[config.mk]
export PLATFORM = sky130hd
export DESIGN_NAME = qupls_checkpoint_allocator
export DESIGN_NICKNAME = d
export VERILOG_FILES = /design/src/rtl/qupls_checkpoint_allocator.sv
export SDC_FILE = /design/constraint.sdc
export NUM_CORES = 1
export LEC_CHECK = 0
export CAP_MARGIN = 30
export CORE_MARGIN = 8
export CORE_UTILIZATION = 36
export DETAILED_ROUTE_END_ITERATION = 10
export GPL_ROUTABILITY_DRIVEN = 0
export HOLD_SLACK_MARGIN = 0.02
export PLACE_DENSITY = 0.67
export SYNTH_ARGS = -nofsm -noshare
export SYNTH_HDL_FRONTEND = slang
export SYNTH_SLANG_ARGS = --single-unit
[constraint.sdc]
create_clock -name clk -period 13.4 [get_ports clk]
set_clock_uncertainty 0.15 [all_clocks]
set_input_delay 3.35 -clock clk [delete_from_list [all_inputs] [get_ports clk]]
set_output_delay 3.35 -clock clk [all_outputs]
set_load 0.05 [all_outputs]
[src/rtl/qupls_checkpoint_allocator.sv]
// qupls_checkpoint_allocator: hands out free checkpoint indices to rename.
// Free pulses from the retire side and branch-miss restores return indices
// to the pool. The next grantable index is precomputed into a flop, so the
// grant path is a register output.
//
// Ports:
//   clk, rst            clock, async active-high reset
//   alloc_req           rename group with a branch needs a checkpoint
//   alloc_rdy           a checkpoint can be granted this cycle
//   alloc_ndx           index granted when alloc_req && alloc_rdy
//   free, free_ndx      single-checkpoint free from the retire-side freer
//   restore             branch-miss restore strobe
//   restore_mask        checkpoints reclaimed on restore
//   free_cnt            registered count of free checkpoints
//   stall               alloc_req && !alloc_rdy
//   err                 one-cycle pulse on a protocol violation
//   stat_allocs/stalls  statistics counters
//
// Optional feature macro: QUPLS_CHKPT_STATS_EN enables the saturating
// statistics counters; when undefined both stat outputs read zero.

module qupls_checkpoint_allocator #(
   parameter int  NCHK = 16,
   parameter int  RSV  = 1,
   localparam int CW   = $clog2(NCHK)
) (
   input  logic            clk,
   input  logic            rst,
   input  logic            alloc_req,
   output logic            alloc_rdy,
   output logic [CW-1:0]   alloc_ndx,
   input  logic            free,
   input  logic [CW-1:0]   free_ndx,
   input  logic            restore,
   input  logic [NCHK-1:0] restore_mask,
   output logic [CW:0]     free_cnt,
   output logic            stall,
   output logic            err,
   output logic [31:0]     stat_allocs,
   output logic [31:0]     stat_stalls
);

   localparam bit POW2 = (NCHK == (1 << CW));

   logic [NCHK-1:0] avail_q, avail_d;
   logic [CW-1:0]   nxt_q, nxt_d;
   logic [CW:0]     cnt_q, cnt_d;
   logic            err_q, err_d;
   logic            grant;
   logic            free_oob;
   logic            free_bad;

   // Restore flushes rename, so no index may be consumed that cycle.
   assign alloc_rdy = !restore && (cnt_q > (CW+1)'(RSV));
   assign alloc_ndx = nxt_q;
   assign free_cnt  = cnt_q;
   assign stall     = alloc_req && !alloc_rdy;
   assign err       = err_q;
   assign grant     = alloc_req && alloc_rdy;

   assign free_oob = POW2 ? 1'b0 : (32'(free_ndx) >= 32'(NCHK));

   // Freeing the index being granted this cycle means it was never
   // allocated; it is already set in avail, but flag it explicitly.
   assign free_bad = free_oob
                   || avail_q[free_ndx]
                   || (grant && (free_ndx == nxt_q));

   always_comb begin
      avail_d = avail_q;
      if (free && !free_bad)
         avail_d[free_ndx] = 1'b1;
      if (restore)
         avail_d = avail_d | restore_mask;
      if (grant)
         avail_d[nxt_q] = 1'b0;

      // Empty pool keeps the previous index; it is don't-care then.
      nxt_d = nxt_q;
      for (int i = NCHK-1; i >= 0; i--)
         if (avail_d[i])
            nxt_d = CW'(i);

      cnt_d = '0;
      for (int i = 0; i < NCHK; i++)
         cnt_d = cnt_d + (CW+1)'(avail_d[i]);

      err_d = free && free_bad;
   end

   always_ff @(posedge clk or posedge rst) begin
      if (rst) begin
         avail_q <= ~NCHK'(1);
         nxt_q   <= CW'(1);
         cnt_q   <= (CW+1)'(NCHK-1);
         err_q   <= 1'b0;
      end else begin
         avail_q <= avail_d;
         nxt_q   <= nxt_d;
         cnt_q   <= cnt_d;
         err_q   <= err_d;
      end
   end

`ifdef QUPLS_CHKPT_STATS_EN
   logic [31:0] allocs_q;
   logic [31:0] stalls_q;

   always_ff @(posedge clk or posedge rst) begin
      if (rst) begin
         allocs_q <= '0;
         stalls_q <= '0;
      end else begin
         if (grant && (allocs_q != '1))
            allocs_q <= allocs_q + 32'd1;
         if (stall && (stalls_q != '1))
            stalls_q <= stalls_q + 32'd1;
      end
   end

   assign stat_allocs = allocs_q;
   assign stat_stalls = stalls_q;
`else
   assign stat_allocs = '0;
   assign stat_stalls = '0;
`endif

endmodule

== Word level (Yosys, flattened, before mapping) ==
Index checks and enable logic that the tools add are counted.
Cells by class
  $add $sub $neg: 15
  bitwise gates (word level): 4
  eq/ne operators: 1
  $lt $le $gt $ge: 5
  reductions and logical operators: 13
  muxes and demuxes: 25
Operators with widths (count)
  $mux W4: 16
  $add A5 B1 Y5: 11
  $mux W16: 3
  $or A16 B16 Y16: 2
  $and A16 B16 Y16: 1
  $not A16 Y16: 1
  $reduce_bool A16 Y1: 1
  $lt A4 B5 Y1 const B: 2
  $demux W1 S4: 2
  $ge A4 B1 Y1 const B: 2
  $logic_and A1 B1 Y1: 8
  $add A4 B1 Y5: 1
  $gt A5 B1 Y1 const B: 1
  $add A3 B1 Y4: 1
  $bmux W1 S4: 1
  $eq A4 B4 Y1: 1
  $add A2 B1 Y3: 1
  $logic_not A1 Y1: 3
  $mux W1: 3
  $add A1 B1 Y2: 1
  $logic_or A1 B1 Y1: 1
Storage, ports and cells
  bits of input ports: 25
  logic and storage cells: 67
  flip-flop bits (word level): 26
  output and inout bits: 76

== Longest topological paths before layout ==
  depth in word-level cells: 28
  depth in mapped cells: 20
  gate-level depth less buffers: 17

== Least setup slack after synthesis ==
OpenSTA, ideal clock, no wires.
  path type: input port to output port
  from: input port restore
  to: output port stall
  stages: 4
  arrival time: 4803 ps
  path slack: 5097 ps
  path through: buf_6 clkbuf_1 nor2_1 nor2b_1
On the way
  cells in the longest elaborated chain, start to end: 4
Ends and longest elaborated chain
  start: declaration: line 34  | input logic restore,
  $logic_not A1 Y1: line 54  | assign alloc_rdy = !restore && (cnt_q > (CW+1)'(RSV));
  $logic_and A1 B1 Y1: line 54
  via alloc_rdy: line 30  | output logic alloc_rdy,
  $logic_not A1 Y1: line 57  | assign stall = alloc_req && !alloc_rdy;
  $logic_and A1 B1 Y1: line 57
  end: declaration: line 37  | output logic stall,
The timed path passes the listed nets, and every way through them passes these cells.

== Worst setup path after layout ==
  from: input port restore
  to: output port stall
On the way
  cells in the longest elaborated chain, start to end: 4
Ends and longest elaborated chain (line)
  $logic_not A1 Y1: 54
  $logic_and A1 B1 Y1: 54
  $logic_not A1 Y1: 57
  $logic_and A1 B1 Y1: 57
No other way between the ends.

==> metrics.csv <==
metric,value,unit
setup slack at placement,4.30,ns
total length of routed wires,6800,um
Netlist cell types,57,
Max VDD drop,0.0897,mV
I/O Pins,101,
cell with the most instances after synthesis,buf_4,
slew at the pin closest to its max-slew limit,0.785,ns
"FF+latch count, synth",26,
fin crit period,8.87,ns
Arrival @ worst endpoint,5.37,ns
class of the worst hold path,flop to flop,
fmax,113,MHz
Die Wd,104,um
Final WS setup,4.53,ns
Leak,1.26,nW
Crit. End Element,output port,
max-cap viol count,0,
crit-path cells,clkdlybuf4s50_1 -> nor2_1 -> nor2b_1 -> clkdlybuf4s50_1,
final setup violation count,0,
Worst Hold Launch,alloc_ndx[0],
R2R cell count,17,
DP HPWL,5690,um
most common flop cell mapped by yosys,dfstp_2,
FF-to-FF setup slack,7.75,ns
CP max stage delay,0.91,ns
DR WL/cell,15.8,um
final core occ,39.9,%
initial antenna violation count,0,
Pins Over Slew Limit,0,
num rows,32,
n_diodes,0,
Clock Latency Late Sink,0.27,ns
RSZ-0062 raised after global routing,false,
Synth area leaders,"dfstp_2, buf_4, fa_1",
post-cts sizing count,0,
Worst setup startpoint,restore,
Post-synth EDFFs,0,
post-synthesis sequential area ratio,24.4,%
Vias,2079,
global route total overflow,0,
H-tree Lvls,1,
first-pass GRT wire length,11300,um
cts hold-fix bufs,0,
setup bufs post-CTS,0,
pin count of the biggest net entering global routing,22,
status,completed,
Setup crit end,stall,
slew margin rel.,47.5,%
drt pass-1 iters,4,
CTS tree,built,
startpoint types,primary input,
final hold violations,0,
"Avg Cell Area, Syn",9.28,um2
Synth Warn #,0,
core area,7610,um2
total track usage,12.7,%
clock-pin slew on the worst setup and hold paths,0.09,ns
CP max stage cell,clkdlybuf4s50_1,
Crit Reg-Reg Startpoint,free_cnt[4],
Mapped Cells,299,
async set-reset flop share out of synthesis,100,%
CP max FO,18,
final period utilization,66.2,%
CTS buffer count,3,
CTS max path bufs,2,
CTS sink count,26,
DRC,0,
worst flop-to-flop path endpoint,free_cnt[4],
Port Buffers,36,
Crit Path Class,primary input to output port,
layout cell share with drive strength beyond 1,16.5,%
Nets,370,
die area,10800,um2
Starting DRT DRC Count,124,
CTS root buf,clkbuf_8,
chip height,104,um
Synth top area share,18.9,%
CP dominant cell by count,clkdlybuf4s50_1,
leading area contributor after synthesis,dfstp_2,
vias per cell,4.83,
vias in the first global route,2139,
TNS Setup,0,ns
required time of the worst setup path,9.90,ns
Commonest cells post-synth,"buf_4, a21oi_1, inv_1",
Synth Cell Area,2770,um2
initial core utilization,36.5,%
number of routed nets with antenna violations,0,
Area Overhead vs Synth,9.34,%
power density cells,130,nW/um2
==> worst max-delay path, delay by kind of cell <==
| family | cells | cell delay (ns) |
|---|---|---|
| and+or+nand+nor | 2 | 0.29 |
| buffers and inverters | 2 | 1.72 |
==> through the flow <==
step,hold WS [ns],area (um2),cells,power [mW]
CTS,0.450,3030,430,0.397
global route,0.502,3030,430,0.421
floorplan,0.433,3010,362,0.305
detailed placement,0.434,2980,426,0.345
finish,0.453,3030,430,0.395
global placement,0.435,2950,425,0.341
==> worst min path at each step <==
stage / endpoint / slack [ns] / depth (start not counted)
floorplan: avail_q[3] / 0.43 / 2
global placement: alloc_ndx[0] / 0.43 / 2
detailed placement: alloc_ndx[0] / 0.43 / 2
CTS: alloc_ndx[0] / 0.45 / 2
global route: alloc_ndx[0] / 0.50 / 2
finish: alloc_ndx[0] / 0.45 / 2
==> per-layer routing <==
| metal | global-route usage (%) | up-vias | routed length, um |
|---|---|---|---|
| met3 | 3.47 | 12 | 552 |
| met1 | 15.3 | 1005 | 2680 |
| met4 | 4.76 | 0 | 149 |
| li1 | - | 964 | - |
| met2 | 21.0 | 98 | 3420 |
| met5 | 0 | - | 0 |
==> where the power goes <==
part           switching [mW]  leakage (nW)  internal (mW)
clock                  0.0254        0.0288         0.0263
sequential             0.0155         0.287          0.102
combinational           0.153         0.949         0.0716
==> logic make-up after synthesis <==
group | Yosys count | share of synthesized area, %
AOI/OAI and AO/OA | 64 | 18.2
xor gates and xnor gates | 6 | 1.89
adders and majority gates | 16 | 9.92
buffers and inverters | 104 | 23.7
DFF | 26 | 24.4
muxes | 11 | 5.37
other | 1 | 0.135
and+or+nand+nor | 71 | 16.5
==> cell usage in the layout (no fill, tap or decap), drive strengths merged, types with 7 or more instances in the layout <==
| cell type | count |
|---|---|
| o21ai | 7 |
| nand2 | 13 |
| mux2i | 7 |
| a21oi | 26 |
| fa | 10 |
| inv | 29 |
| clkdlybuf4s50 | 36 |
| nor2 | 15 |
| conb | 64 |
| dfstp | 20 |
==> sequential cells by signal, summed over array words and instances (netlist names) <==
signal and count:
err 1, alloc_ndx 4, avail_q 16, free_cnt 5
==> cell type report <==
cell class / instances / area (um2)
clock buffer: 4 / 55.1
tap: 102 / 128
timing repair buffer: 37 / 388
inverter: 29 / 109
sequential: 26 / 676
multi-input combinational: 232 / 1680
fill: 784 / 4570
No activity file was read; power rests on OpenSTA's default activity.
==> variant 1: new RTL, same settings <==
`NCHK`: 16 -> 32.
--- a/src/rtl/qupls_checkpoint_allocator.sv
+++ b/src/rtl/qupls_checkpoint_allocator.sv
@@ -20,7 +20,7 @@
 // statistics counters; when undefined both stat outputs read zero.
 
 module qupls_checkpoint_allocator #(
-   parameter int  NCHK = 16,
+   parameter int  NCHK = 32,
    parameter int  RSV  = 1,
    localparam int CW   = $clog2(NCHK)
 ) (
Interface: changed (resized alloc_ndx, free_cnt, free_ndx and restore_mask); port bits go from 101 to 120. The function was not compared with the original's and may differ.
==> variant 1 against the unedited design <==
- worst setup slack lost 2.0 ns
- combinational power increased by 38%
- area after synthesis grew 57%
- power increased by 60%
- cell area increased by 63%
- non-clock buffer count up 20
- wire length up 100%
- sequential cell count up 18
- sequential power increased by 48%
- largest cell class unchanged
==> variant 1: results (changes against the unedited design) <==
Drt
  • WL per Instance: 20.7 µm (+31%)
  • Total Wirelength: 13,900 µm (+100%)
  • DR pass1 iterations: 5 (+1)
  • Vias post-DR: 3,778 (+82%)
  • DR iter-0 viols: 450 (+260%)

Place
  • Placed Cells: 663 (+56%)
  • DP Wirelength: 11,000 µm (+94%)
  • Number of port buffers: 55 (+53%)

Layout
  • Max reg flops: 32 (+16)
  • Share of cells above drive strength 1: 14.7% (-1.8 points)
  • Filler cells: 1,147 (+46%)
  • Nets@finish: 597 (+61%)

Synthesis
  • Synth top cells by count: 64 x buf_4, 46 x a21oi_1, 37 x dfstp_2
  • Synth cell types: 76 (+33%)
  • Top post-synthesis cells by area: dfstp_2 22%, fa_1 11%, buf_4 11%, a21oi_1 5.3%, dfrtp_1 4.0%
  • Seq/Total Area, Yosys: 26.4% (+2.0 points)
  • Cell count after synthesis: 476 (+59%)

Global route
  • Largest net degree at the start of global routing: 45 (+100%)
  • Total GRT Usage: 17.1% (+4.4 points)
  • First-pass GRT wire length: 21,600 µm (+92%)
  • Initial antenna violation count: 0 (unchanged)
  • Vias in the first global route: 3,947 (+85%)

Clock tree
  • H-tree levels: 2 (+1)
  • Worst-skew pair later-pin latency: 0.29 ns (+0.02 ns)
  • Root Buffer: clkbuf_16
  • Worst-path clk slew: 0.07 ns (-0.02 ns)
  • Clock buffer count from CTS: 5 (+2)

Setup path
  • Reg2reg start: free_cnt[3]$_DFF_PP1_
  • Critical path origin: free_ndx[1]
  • Worst EP arrival: 10.89 ns (+5.52 ns)
  • Worst-path maximum fanout: 16 (-2)

Outcome
  • Status: finished, final reports clean

Power
  • Max IR drop VDD: 0.137 mV (+52%)
  • Leakage: 1.84 nW (+46%)

Timing
  • Worst rel slew slack: 28.1% (-19 points)
[variant 1: through the flow]
step	worst slack, ns	instance area (µm²)
finish	2.58	4940
global route	2.25	4940
CTS	2.60	4940
detailed placement	2.30	4770
global placement	2.43	4770
floorplan	3.77	4590
[variant 1: kinds of logic (layout without fill, tap and decap cells)]
group	Yosys count	after routing	share of synthesized area, %
compound gates	119	119	18.6
xor+xnor	8	8	1.78
other cells	1	64	0.0861
simple gates	144	144	18.4
fa+ha+maj	32	32	13.3
flops	44	44	26.4
buf+inv	113	98	16.0
mux	15	15	5.40
[variant 1: layout make-up]
| class | count | area, µm² | share of cell area, % |
|---|---|---|---|
| Tap cell | 147 | 184 | 3.72 |
| Sequential cell | 44 | 1150 | 23.2 |
| Clock buffer | 5 | 125 | 2.53 |
| Multi-Input combinational cell | 382 | 2750 | 55.6 |
| Clock inverter | 3 | 46.3 | 0.936 |
| Inverter | 33 | 129 | 2.61 |
| Timing Repair Buffer | 57 | 566 | 11.4 |
[variant 1: path summary, 6_finish.rpt]
path	depth (start not counted)	end	slack (ns)
setup / recovery	21	free_cnt[4]$_DFF_PP1_	2.58
hold / removal	1	alloc_ndx[0]$_DFFE_PP1P_	0.45
setup reg to reg	18	free_cnt[5]$_DFF_PP0_	6.18
hold reg to reg	1	alloc_ndx[0]$_DFFE_PP1P_	0.45
max in group asynchronous	3	avail_q[27]$_DFF_PP1_	9.35
min in group asynchronous	3	alloc_ndx[3]$_DFFE_PP0P_	3.36
[variant 1: power by group]
group	switching [mW]	total (mW)	internal (mW)
Clock	0.0584	0.147	0.0888
Combinational	0.207	0.311	0.104
Sequential	0.0145	0.175	0.160
Total	0.280	0.633	0.353
[variant 1: worst max-delay path, cell delays in order]
cell and delay [ns]:
clkdlybuf4s50_1 1.06, mux4_2 0.65, a22o_1 0.32, or3_4 0.36, or4_4 0.59, o22ai_1 0.51, fa_1 0.52, inv_1 0.07
fa_1 0.42, inv_1 0.09, fa_1 0.44, fa_1 0.54, fa_1 0.45, fa_1 0.51, ha_1 0.17, inv_1 0.06
fa_1 0.39, inv_1 0.07, a21o_1 0.11, a21oi_1 0.08, xnor2_1 0.14
[variant 1: metal layers]
metal	GRT usage [%]	vias to the layer above	wire length (µm)	share of wire [%]
met4	6.09	0	563	4.1
met2	29.2	290	6420	46
met5	0	-	0	0
li1	-	1666	-	-
met1	20.3	1764	5270	38
met3	4.60	58	1640	12
==> variant 2: new RTL, same settings <==
Made on the original files. Put one more register stage on the output `err`, with the module's reset. The value now appears one clock later. The other outputs are not delayed to match. Comments in the files are not updated.
--- a/src/rtl/qupls_checkpoint_allocator.sv
+++ b/src/rtl/qupls_checkpoint_allocator.sv
@@ -55,7 +55,13 @@
    assign alloc_ndx = nxt_q;
    assign free_cnt  = cnt_q;
    assign stall     = alloc_req && !alloc_rdy;
-   assign err       = err_q;
+   always_ff @(posedge clk or posedge rst) begin
+      if (rst) begin
+         err <= '0;
+      end else begin
+         err <= err_q;
+      end
+   end
    assign grant     = alloc_req && alloc_rdy;
 
    assign free_oob = POW2 ? 1'b0 : (32'(free_ndx) >= 32'(NCHK));
Behaviour: not the same (a bounded check fails within 4 cycles, from zero or initial values and one cycle with rst high).
==> variant 2 against the unedited design <==
- non-clock buffer count stayed put
- wire length is 0.15% higher
- power is 0.21% lower
- area after synthesis is 0.90% higher
- hold slack worse by 0.25 ns
- worst setup slack better by 0.066 ns
- critical path depth stayed put
- via count is 1.4% higher
- sequential power is 3% higher
- cell area is 0.54% higher
- sequential cell count is 1 higher
==> variant 2: results (changes against the unedited design) <==
Global route
  • Total GRT Usage: 12.6% (-0.043 points)
  • First-pass GRT wire length: 11,300 µm (+0.12%)
  • Met2 usage: 22.9% (+1.8 points)
  • Vias in the first global route: 2,230 (+4.3%)
  • Initial antenna violation count: 0 (unchanged)
  • Largest net degree at the start of global routing: 23 (+4.5%)
  • Met1 Track Usage GR: 14.2% (-1.1 points)
  • Met3 Track Usage GR: 2.66% (-0.81 points)

Layout
  • Share of cells above drive strength 1: 16.4% (-0.050 points)
  • Nets@finish: 371 (+0.27%)
  • Max reg flops: 16 (unchanged)
  • N_diodes: 0 (unchanged)

Timing
  • Worst hold slack: 0.204 ns (-0.248 ns)
  • Least-Margin Pin Slew: 0.777 ns (-0.00774 ns)
  • Worst Setup Slack, final: 4.60 ns (+0.0655 ns)

Setup path
  • FF-to-FF setup slack: 7.83 ns (+0.08 ns)
  • Reg2Reg Depth: 17 (unchanged)
  • Crit-path slowest cell: clkdlybuf4s50_1
  • Slowest cell delay on critical path: 0.88 ns (-0.03 ns)

Place
  • DP Wirelength: 5750 µm (+1.1%)
  • Placed Cells: 427 (+0.23%)
  • Dpl ws: 4.40 ns (+0.0967 ns)
  • Placed Area: 3000 µm² (+0.84%)

Outcome
  • Status: finished, final reports clean

Hold path
  • Hold-critical path depth: 0 (-2)
  • Hold wc startpoint: err_q$_DFF_PP0_
  • Hold Path End: err$_DFF_PP0_

Synthesis
  • Syn_area_per_cell: 9.33 µm² (+0.57%)
  • Top post-synthesis cells by area: dfstp_2 19%, buf_4 17%, fa_1 7.2%, dfrtp_1 6.3%, a21oi_1 4.6%
  • Synth cell types: 57 (unchanged)
  • Seq/Total Area, Yosys: 25.0% (+0.68 points)

Drt
  • Vias post-DR: 2,108 (+1.4%)
  • DR pass1 iterations: 5 (+1)
  • Total Wirelength: 6810 µm (+0.15%)
  • DR iter-0 viols: 139 (+12%)
  • WL per Instance: 15.8 µm (about the same)

Power
  • Leakage: 1.27 nW (+0.69%)
  • Max IR drop VDD: 0.0816 mV (-9.1%)

Clock tree
  • CTS resizes: 0 (unchanged)
  • Root Buffer: clkbuf_8
==> variant 2: layout make-up <==
cell class | count | area, µm²
repair buffers | 37 | 388
fillers | 784 | 4600
clock inverters | 1 | 5.00
multi-input cells | 232 | 1680
flip-flops and latches | 27 | 701
clock buffers | 3 | 41.3
well taps | 102 | 128
inverters | 29 | 109
==> variant 2: critical path, delay by kind of cell <==
kind,cells,cell delay (ns)
buffers and inverters,2,1.69
and+or+nand+nor,2,0.26
==> variant 2: report_power, final <==
group          total [mW]  internal, mW  switching (mW)
clock              0.0463        0.0209          0.0254
sequential          0.122         0.106          0.0169
combinational       0.225        0.0721           0.153
==> variant 2: cell families after synthesis <==
kind of cell	share of synthesized area, %
simple gates	16.3
xor+xnor	1.88
other cells	0.134
buf+inv	23.5
flops	25.0
mux	5.32
compound gates	18.0
fa+ha+maj	9.83
==> variant 2: routing by layer <==
metal | up-vias | routed length, µm
li1 | 966 | -
met1 | 1009 | 2550
met2 | 120 | 3600
met3 | 13 | 552
met4 | 0 | 111
met5 | - | 0
